**src/rtl/serial_sub_pkg.sv**
```systemverilog
// Shared types and helpers for the bit-serial subtractor: FSM state encoding,
// default operand width and counter sizing.
package serial_sub_pkg;

   localparam int DEFAULT_WIDTH = 8;

   typedef enum logic [1:0] {
      IDLE = 2'b00,
      RUN  = 2'b01,
      DONE = 2'b10
   } state_e;

   // Bits needed to count 0..w-1; never narrower than one bit.
   function automatic int cnt_width(input int w);
      return (w <= 2) ? 1 : $clog2(w);
   endfunction

endpackage

```
**src/rtl/serial_subtractor_full_subtractor.sv**
```systemverilog
// One-bit full subtractor cell: d = x - y - bin, with the borrow out.
module full_subtractor (
   input  logic x,
   input  logic y,
   input  logic bin,
   output logic d,
   output logic bout
);

   assign d    = x ^ y ^ bin;
   assign bout = (~x & y) | (~(x ^ y) & bin);

endmodule

```
**src/rtl/serial_subtractor.sv**
```systemverilog
// Bit-serial WIDTH-bit subtractor (diff = a - b, LSB first, one bit per clock).
// Define SERIAL_SUBTRACTOR_SIGNED_OVF_EN to add the signed-overflow output ovf.
module serial_subtractor
   import serial_sub_pkg::*;
#(
   parameter int WIDTH = DEFAULT_WIDTH
) (
   input  logic             clk,
   input  logic             rst_n,
   input  logic             in_valid,
   output logic             in_ready,
   input  logic [WIDTH-1:0] a,
   input  logic [WIDTH-1:0] b,
   output logic             out_valid,
   input  logic             out_ready,
   output logic [WIDTH-1:0] diff,
   output logic             borrow
`ifdef SERIAL_SUBTRACTOR_SIGNED_OVF_EN
   ,
   output logic             ovf
`endif
);

   localparam int            CW       = cnt_width(WIDTH);
   localparam logic [CW-1:0] CNT_LAST = CW'(WIDTH - 1);

   state_e           state_q, state_d;
   logic [CW-1:0]    cnt_q, cnt_d;
   logic [WIDTH-1:0] a_q, a_d;
   logic [WIDTH-1:0] b_q, b_d;
   logic [WIDTH-1:0] res_q, res_d;
   logic             bin_q, bin_d;
   logic             borrow_q, borrow_d;
   logic             fs_d, fs_bout;
`ifdef SERIAL_SUBTRACTOR_SIGNED_OVF_EN
   logic             ovf_q, ovf_d;
`endif

   full_subtractor u_cell (
      .x    (a_q[0]),
      .y    (b_q[0]),
      .bin  (bin_q),
      .d    (fs_d),
      .bout (fs_bout)
   );

   always_comb begin
      state_d  = state_q;
      cnt_d    = cnt_q;
      a_d      = a_q;
      b_d      = b_q;
      res_d    = res_q;
      bin_d    = bin_q;
      borrow_d = borrow_q;
`ifdef SERIAL_SUBTRACTOR_SIGNED_OVF_EN
      ovf_d    = ovf_q;
`endif
      case (state_q)
         IDLE: begin
            if (in_valid) begin
               a_d     = a;
               b_d     = b;
               bin_d   = 1'b0;
               cnt_d   = '0;
               state_d = RUN;
            end
         end
         RUN: begin
            // Result fills from the top so it is aligned after WIDTH shifts.
            res_d = {fs_d, res_q[WIDTH-1:1]};
            a_d   = a_q >> 1;
            b_d   = b_q >> 1;
            bin_d = fs_bout;
            cnt_d = cnt_q + CW'(1);
            if (cnt_q == CNT_LAST) begin
               borrow_d = fs_bout;
`ifdef SERIAL_SUBTRACTOR_SIGNED_OVF_EN
               ovf_d    = bin_q ^ fs_bout;
`endif
               state_d  = DONE;
            end
         end
         DONE: begin
            if (out_ready) begin
               state_d = IDLE;
            end
         end
         default: state_d = IDLE;
      endcase
   end

   always_ff @(posedge clk or negedge rst_n) begin
      if (!rst_n) begin
         state_q  <= IDLE;
         cnt_q    <= '0;
         a_q      <= '0;
         b_q      <= '0;
         res_q    <= '0;
         bin_q    <= 1'b0;
         borrow_q <= 1'b0;
`ifdef SERIAL_SUBTRACTOR_SIGNED_OVF_EN
         ovf_q    <= 1'b0;
`endif
      end else begin
         state_q  <= state_d;
         cnt_q    <= cnt_d;
         a_q      <= a_d;
         b_q      <= b_d;
         res_q    <= res_d;
         bin_q    <= bin_d;
         borrow_q <= borrow_d;
`ifdef SERIAL_SUBTRACTOR_SIGNED_OVF_EN
         ovf_q    <= ovf_d;
`endif
      end
   end

   assign in_ready  = (state_q == IDLE);
   assign out_valid = (state_q == DONE);
   assign diff      = res_q;
   assign borrow    = borrow_q;
`ifdef SERIAL_SUBTRACTOR_SIGNED_OVF_EN
   assign ovf       = ovf_q;
`endif

endmodule
```
**config.mk**
```make
export PLATFORM = sky130hd
export DESIGN_NAME = serial_subtractor
export DESIGN_NICKNAME = d
export VERILOG_FILES = /design/src/rtl/serial_sub_pkg.sv /design/src/rtl/serial_subtractor_full_subtractor.sv /design/src/rtl/serial_subtractor.sv
export SDC_FILE = /design/constraint.sdc
export NUM_CORES = 1
export LEC_CHECK = 0
export ABC_AREA = 1
export CAP_MARGIN = 20
export CORE_MARGIN = 4
export CORE_UTILIZATION = 35
export DETAILED_ROUTE_END_ITERATION = 16
export PLACE_DENSITY = 0.68
export SYNTH_ARGS = -nofsm -noshare
export SYNTH_HDL_FRONTEND = slang
export SYNTH_HIERARCHICAL = 1
export SYNTH_SLANG_ARGS = --single-unit
```
**constraint.sdc**
```tcl
create_clock -name clk -period 1.5 [get_ports clk]
set_clock_uncertainty 0.15 [all_clocks]
set_input_delay 0.15 -clock clk [delete_from_list [all_inputs] [get_ports clk]]
set_output_delay 0.15 -clock clk [all_outputs]
set_load 0.05 [all_outputs]
```
==> qor.yml, run 1 <==
io_pins: 31
cts_sinks: 31
rsz0062_at_grt: "false"
synth_cells: 194
globalRouteOverflowTotal: 0
crit_path_start: "state_q[0]"
synth_top_cell_by_area: "dfrtp_1"
synth_compound_area_frac: 0.0409
num_vias: 1208
wl_mm: 2.93
n_fill_cell: 367
root_buffer: "clkbuf_8"
vias_per_cell: 4.33
ys.warnings.count: 6
ys_seq_area_frac: 0.518
grt_pass1_wl_mm: 5.18
io_buffers: 30
place_congestion: 0.753
dieArea_mm2: 0.00539
status: "finished, final reports clean"
die_y_um: 73.4
period_needed_ps: 1440
cp_max_fo: 7
dpl.hpwl_mm: 2.12
fin_tns_setup_ps: 0
tritoncts: "done"
crit_arrival_ps: 1140
cp-start-kind: "flop"
drc: 0
wire_per_inst_um: 10.5
synthMuxAreaShare: 0
synthToLayoutAreaGrowth_pct: 39.5
worstSkewPairLatency_ps: 280
synth-seq-cells: 31
path_clk_slew_ps: 60
drt_iter0_drc: 46
syn_area_mm2: 0.00150
worst-setup-path-type: "flop to primary output"
ctsLongestPathBuffers: 2
core-area_mm2: 0.00406
first_global_vias: 1221
first_pass_iters: 6
hold_violations: 0
synth-simple-area-share: 0.282
post-place-ws_ps: 64.4
cts_inserted_buffers: 5
required_ps: 1200
synthXorXnorAreaFrac: 0
timing.hold.ws_ps: 83.8
grt_max_degree: 32
max_freq_mhz: 697
diodes: 0
nNetsFinal: 253
fin_crit_sh: 0.957
slew_violations: 0
synth_top_family_by_area: "simple AND/OR/NAND/NOR gates"
ys_top_cells_by_area: "dfrtp_1, nand2_1, inv_1"
maxSlewHeadroom: 0.811
final_cells: 279
post-route-util: 0.515
drtAntennaViolNets: 0
tightestPinTransition_ps: 283
ys_types: 18
worstSetupEndpointType: "primary output"
hold_buffers: 0
row_count: 23
antenna_found_initial: 0
synth.avg_cell_area_um2: 7.72
timing.rr.start: "state_q[1]"
drv_cap: 0
hold_path.class: "input pin to async pin"
setup-violations-final: 0
peakVddDrop_v: 0.000618
syn_nets: 217
dp.cells: 272
synth_top_cell_area_share: 0.518
p_leak_nw: 1.12
dieWidth_um: 73.4
grt.total_usage: 0.125
yosys.area_share.adder: 0.0301
worst_slack_ps: 64.4
drive_gt1_frac: 0.131
power_per_cell_area_mw_per_mm2: 2100
start_util: 0.369
htreeDepth: 2
-- path summary, 6_finish.rpt --
kind | to | slack [ps] | cells after the start
max | out_valid | 60 | 3
min | b_q[3] | 80 | 2
max reg2reg | a_q[0] | 100 | 6
min reg2reg | cnt_q[1] | 330 | 2
max in group asynchronous | state_q[1] | 930 | 2
min in group clk | state_q[1] | 290 | 2
-- area by class of cell --
cell class,instances,area (µm²),area share
Sequential cell,31,777,0.372
Multi-Input combinational cell,117,548,0.262
Timing Repair Buffer,36,480,0.230
Inverter,39,149,0.0713
Clock buffer,6,72.6,0.0347
Tap cell,50,62.6,0.0299
-- cell usage in the layout, fill, tap and decap left out, drive strengths merged --
cell type and count:
a21oi 2, buf 17, clkbuf 6, clkdlybuf4s50 19
dfrtp 31, fa 1, ha 2, inv 39
nand2 81, nand3 17, nor2 4, o21ai 9
o22ai 1
-- critical path: stages, from the launching register on --
cell and delay, ps:
dfrtp_1 380, buf_4 170, nor2_4 160, buf_12 150
-- stage by stage --
stage	total power, mW	cell area [µm²]
4_1_cts	4.43	2080
3_5_place_dp	3.80	1990
5_1_grt	4.75	2090
3_3_place_gp	3.75	1990
2_1_floorplan	2.86	1500
6_report	4.38	2090
-- routing by layer --
metal,GRT usage,up-vias,routed length (µm)
li1,-,643,-
met1,0.155,534,1360
met2,0.202,23,1340
met3,0.0301,8,158
met4,0.0664,0,71
met5,0,-,0
-- registers in the layout (all words and copies together), names as in the netlist --
name	cells
cnt_q	3
b_q	8
borrow	1
a_q	8
bin_q	1
state_q	2
diff	8
-- power breakdown --
group	switching (mW)	leakage (nW)	internal (mW)
registers	0.268	0.384	1.22
clock network	0.278	0.0371	0.308
logic	1.30	0.697	1.01
total	1.85	1.12	2.53
-- cells by family after synthesis --
family	count (synthesis)
adders and majority gates	3
AOI/OAI and AO/OA	12
buffers and inverters	46
and+or+nand+nor	102
DFF	31
-- timing repair --
item | 4_1_cts | 5_1_grt
setup buffers | 1 | 0
resized for setup | 2 | 2
endpoints found under the setup margin | 2 | 9
-- synthesized netlist by cell type, drive strengths merged --
cell	count
ha	2
o22ai	1
fa	1
buf	6
nand3	17
a21oi	2
o21ai	9
dfrtp	31
clkbuf	1
nor2	4
nand2	81
inv	39
(Power assumes the default switching activity.)
==> inputs of run 2 (changes only) <==
Settings changed: HOLD_SLACK_MARGIN set to 0.15.
==> run 2 against run 1 <==
Net effect: clock power about the same; via count grew 0.17%; utilization up 0.25 points; flip-flop and latch count is the same; critical path type unchanged.
==> qor.yml, run 2 (synthesis results as in run 1) <==
start_util: 0.369
grt_pass1_wl_mm: 5.18
status: "finished, final reports clean"
synthToLayoutAreaGrowth_pct: 40.2
slew_violations: 0
seq_area_um2: 777
tightestPinTransition_ps: 283
worst_slack_ps: 64.4
drive_gt1_frac: 0.130
hp-start: "out_ready"
drt_iter0_drc: 42
setup-violations-final: 0
drtAntennaViolNets: 0
grt.total_usage: 0.125
num_vias: 1210
post-route-util: 0.517
nNetsFinal: 254
multi_input_area_um2: 548
hold_depth: 2
antenna_found_initial: 0
total_power_mw: 4.38
maxSlewHeadroom: 0.811
tritoncts: "done"
required_ps: 1200
fin_area_mm2: 0.00210
die_y_um: 73.4
n_fill_cell: 366
worst_r2r_endpoint: "a_q[0]"
dpl.hpwl_mm: 2.12
max_freq_mhz: 697
io_pins: 31
vias_per_cell: 4.32
root_buffer: "clkbuf_8"
worstSetupEndpointType: "primary output"
wire_per_inst_um: 10.5
peakVddDrop_v: 0.000618
place_congestion: 0.753
cts_inserted_buffers: 5
wl_mm: 2.94
p_leak_nw: 1.12
min_delay_worst_endpoint: "state_q[1]"
cp_max_fo: 7
place_area_mm2: 0.00199
fin_crit_sh: 0.957
hold_path.class: "input pin to flop"
diodes: 0
dp.cells: 272
reg2reg_slack_ps: 100
worst-setup-path-type: "flop to primary output"
core-area_mm2: 0.00406
power_per_cell_area_mw_per_mm2: 2090
dieWidth_um: 73.4
final_cell_mix: "nand2_1, inv_1, dfrtp_1, clkdlybuf4s50_1, nand3_1"
drv_cap: 0
rsz0062_at_grt: "false"
globalRouteOverflowTotal: 0
final_common_cell: "nand2_1"
cp-start-kind: "flop"
period_needed_ps: 1440
first_pass_iters: 6
worstSkewPairLatency_ps: 280
crit_arrival_ps: 1140
dieArea_mm2: 0.00539
io_buffers: 30
post-place-ws_ps: 64.4
drc: 0
path_clk_slew_ps: 60
htreeDepth: 2
cts_sinks: 31
timing.hold.ws_ps: 294
row_count: 23
ctsLongestPathBuffers: 2
fin_tns_setup_ps: 0
grt_max_degree: 32
first_global_vias: 1221
worstRegToRegCells: 6
final_cells: 280
timing.rr.start: "state_q[1]"
hold_violations: 0
## run 2: cell count changes in the layout (fill, tap and decap cells not counted), sizes merged
| cell | delta |
|---|---|
| dlygate4sd3 | +1 |
## run 2: how the worst max path moves through the flow
| stage | startpoint | to | slack [ps] | cells past startpoint |
|---|---|---|---|---|
| after floorplan | state_q[0] | a_q[7] | 110 | 4 |
| after global placement | in_valid | a_q[0] | 90 | 6 |
| after detailed placement | in_valid | a_q[2] | 60 | 6 |
| after CTS | state_q[0] | out_valid | 70 | 3 |
| after global routing | state_q[1] | b_q[3] | 3 | 6 |
| final | state_q[0] | out_valid | 60 | 3 |
## run 2: timing repair
action / in CTS / in global routing
endpoints found under the setup margin: 2 / 9
gates resized for setup: 2 / 2
hold buffers: 1 / 0
setup buffers: 1 / 0
endpoints found under the hold margin: 31 / 0
## run 2: routing by layer
layer / vias up / track usage / routed length, µm
li1: 645 / - / -
met5: - / 0 / 0
met3: 8 / 0.0301 / 158
met4: 0 / 0.0664 / 71
met1: 534 / 0.155 / 1370
met2: 23 / 0.202 / 1340
## run 2: power breakdown
part           leakage [nW]  switching, mW  internal [mW]  total, mW
registers             0.384          0.268           1.22       1.49
clock network        0.0371          0.278          0.308      0.586
logic                 0.701           1.30           1.01       2.31
## run 2: final cells by class
cell class | instances | share of cell area
clock buffers | 6 | 0.0346
inverters | 39 | 0.0709
multi-input cells | 117 | 0.261
flip-flops and latches | 31 | 0.370
well taps | 50 | 0.0298
repair buffers | 37 | 0.234
## run 2: worst max-delay path, stage by stage (launching register included)
cell and delay [ps]:
dfrtp_1 380, buf_4 170, nor2_4 160, buf_12 150
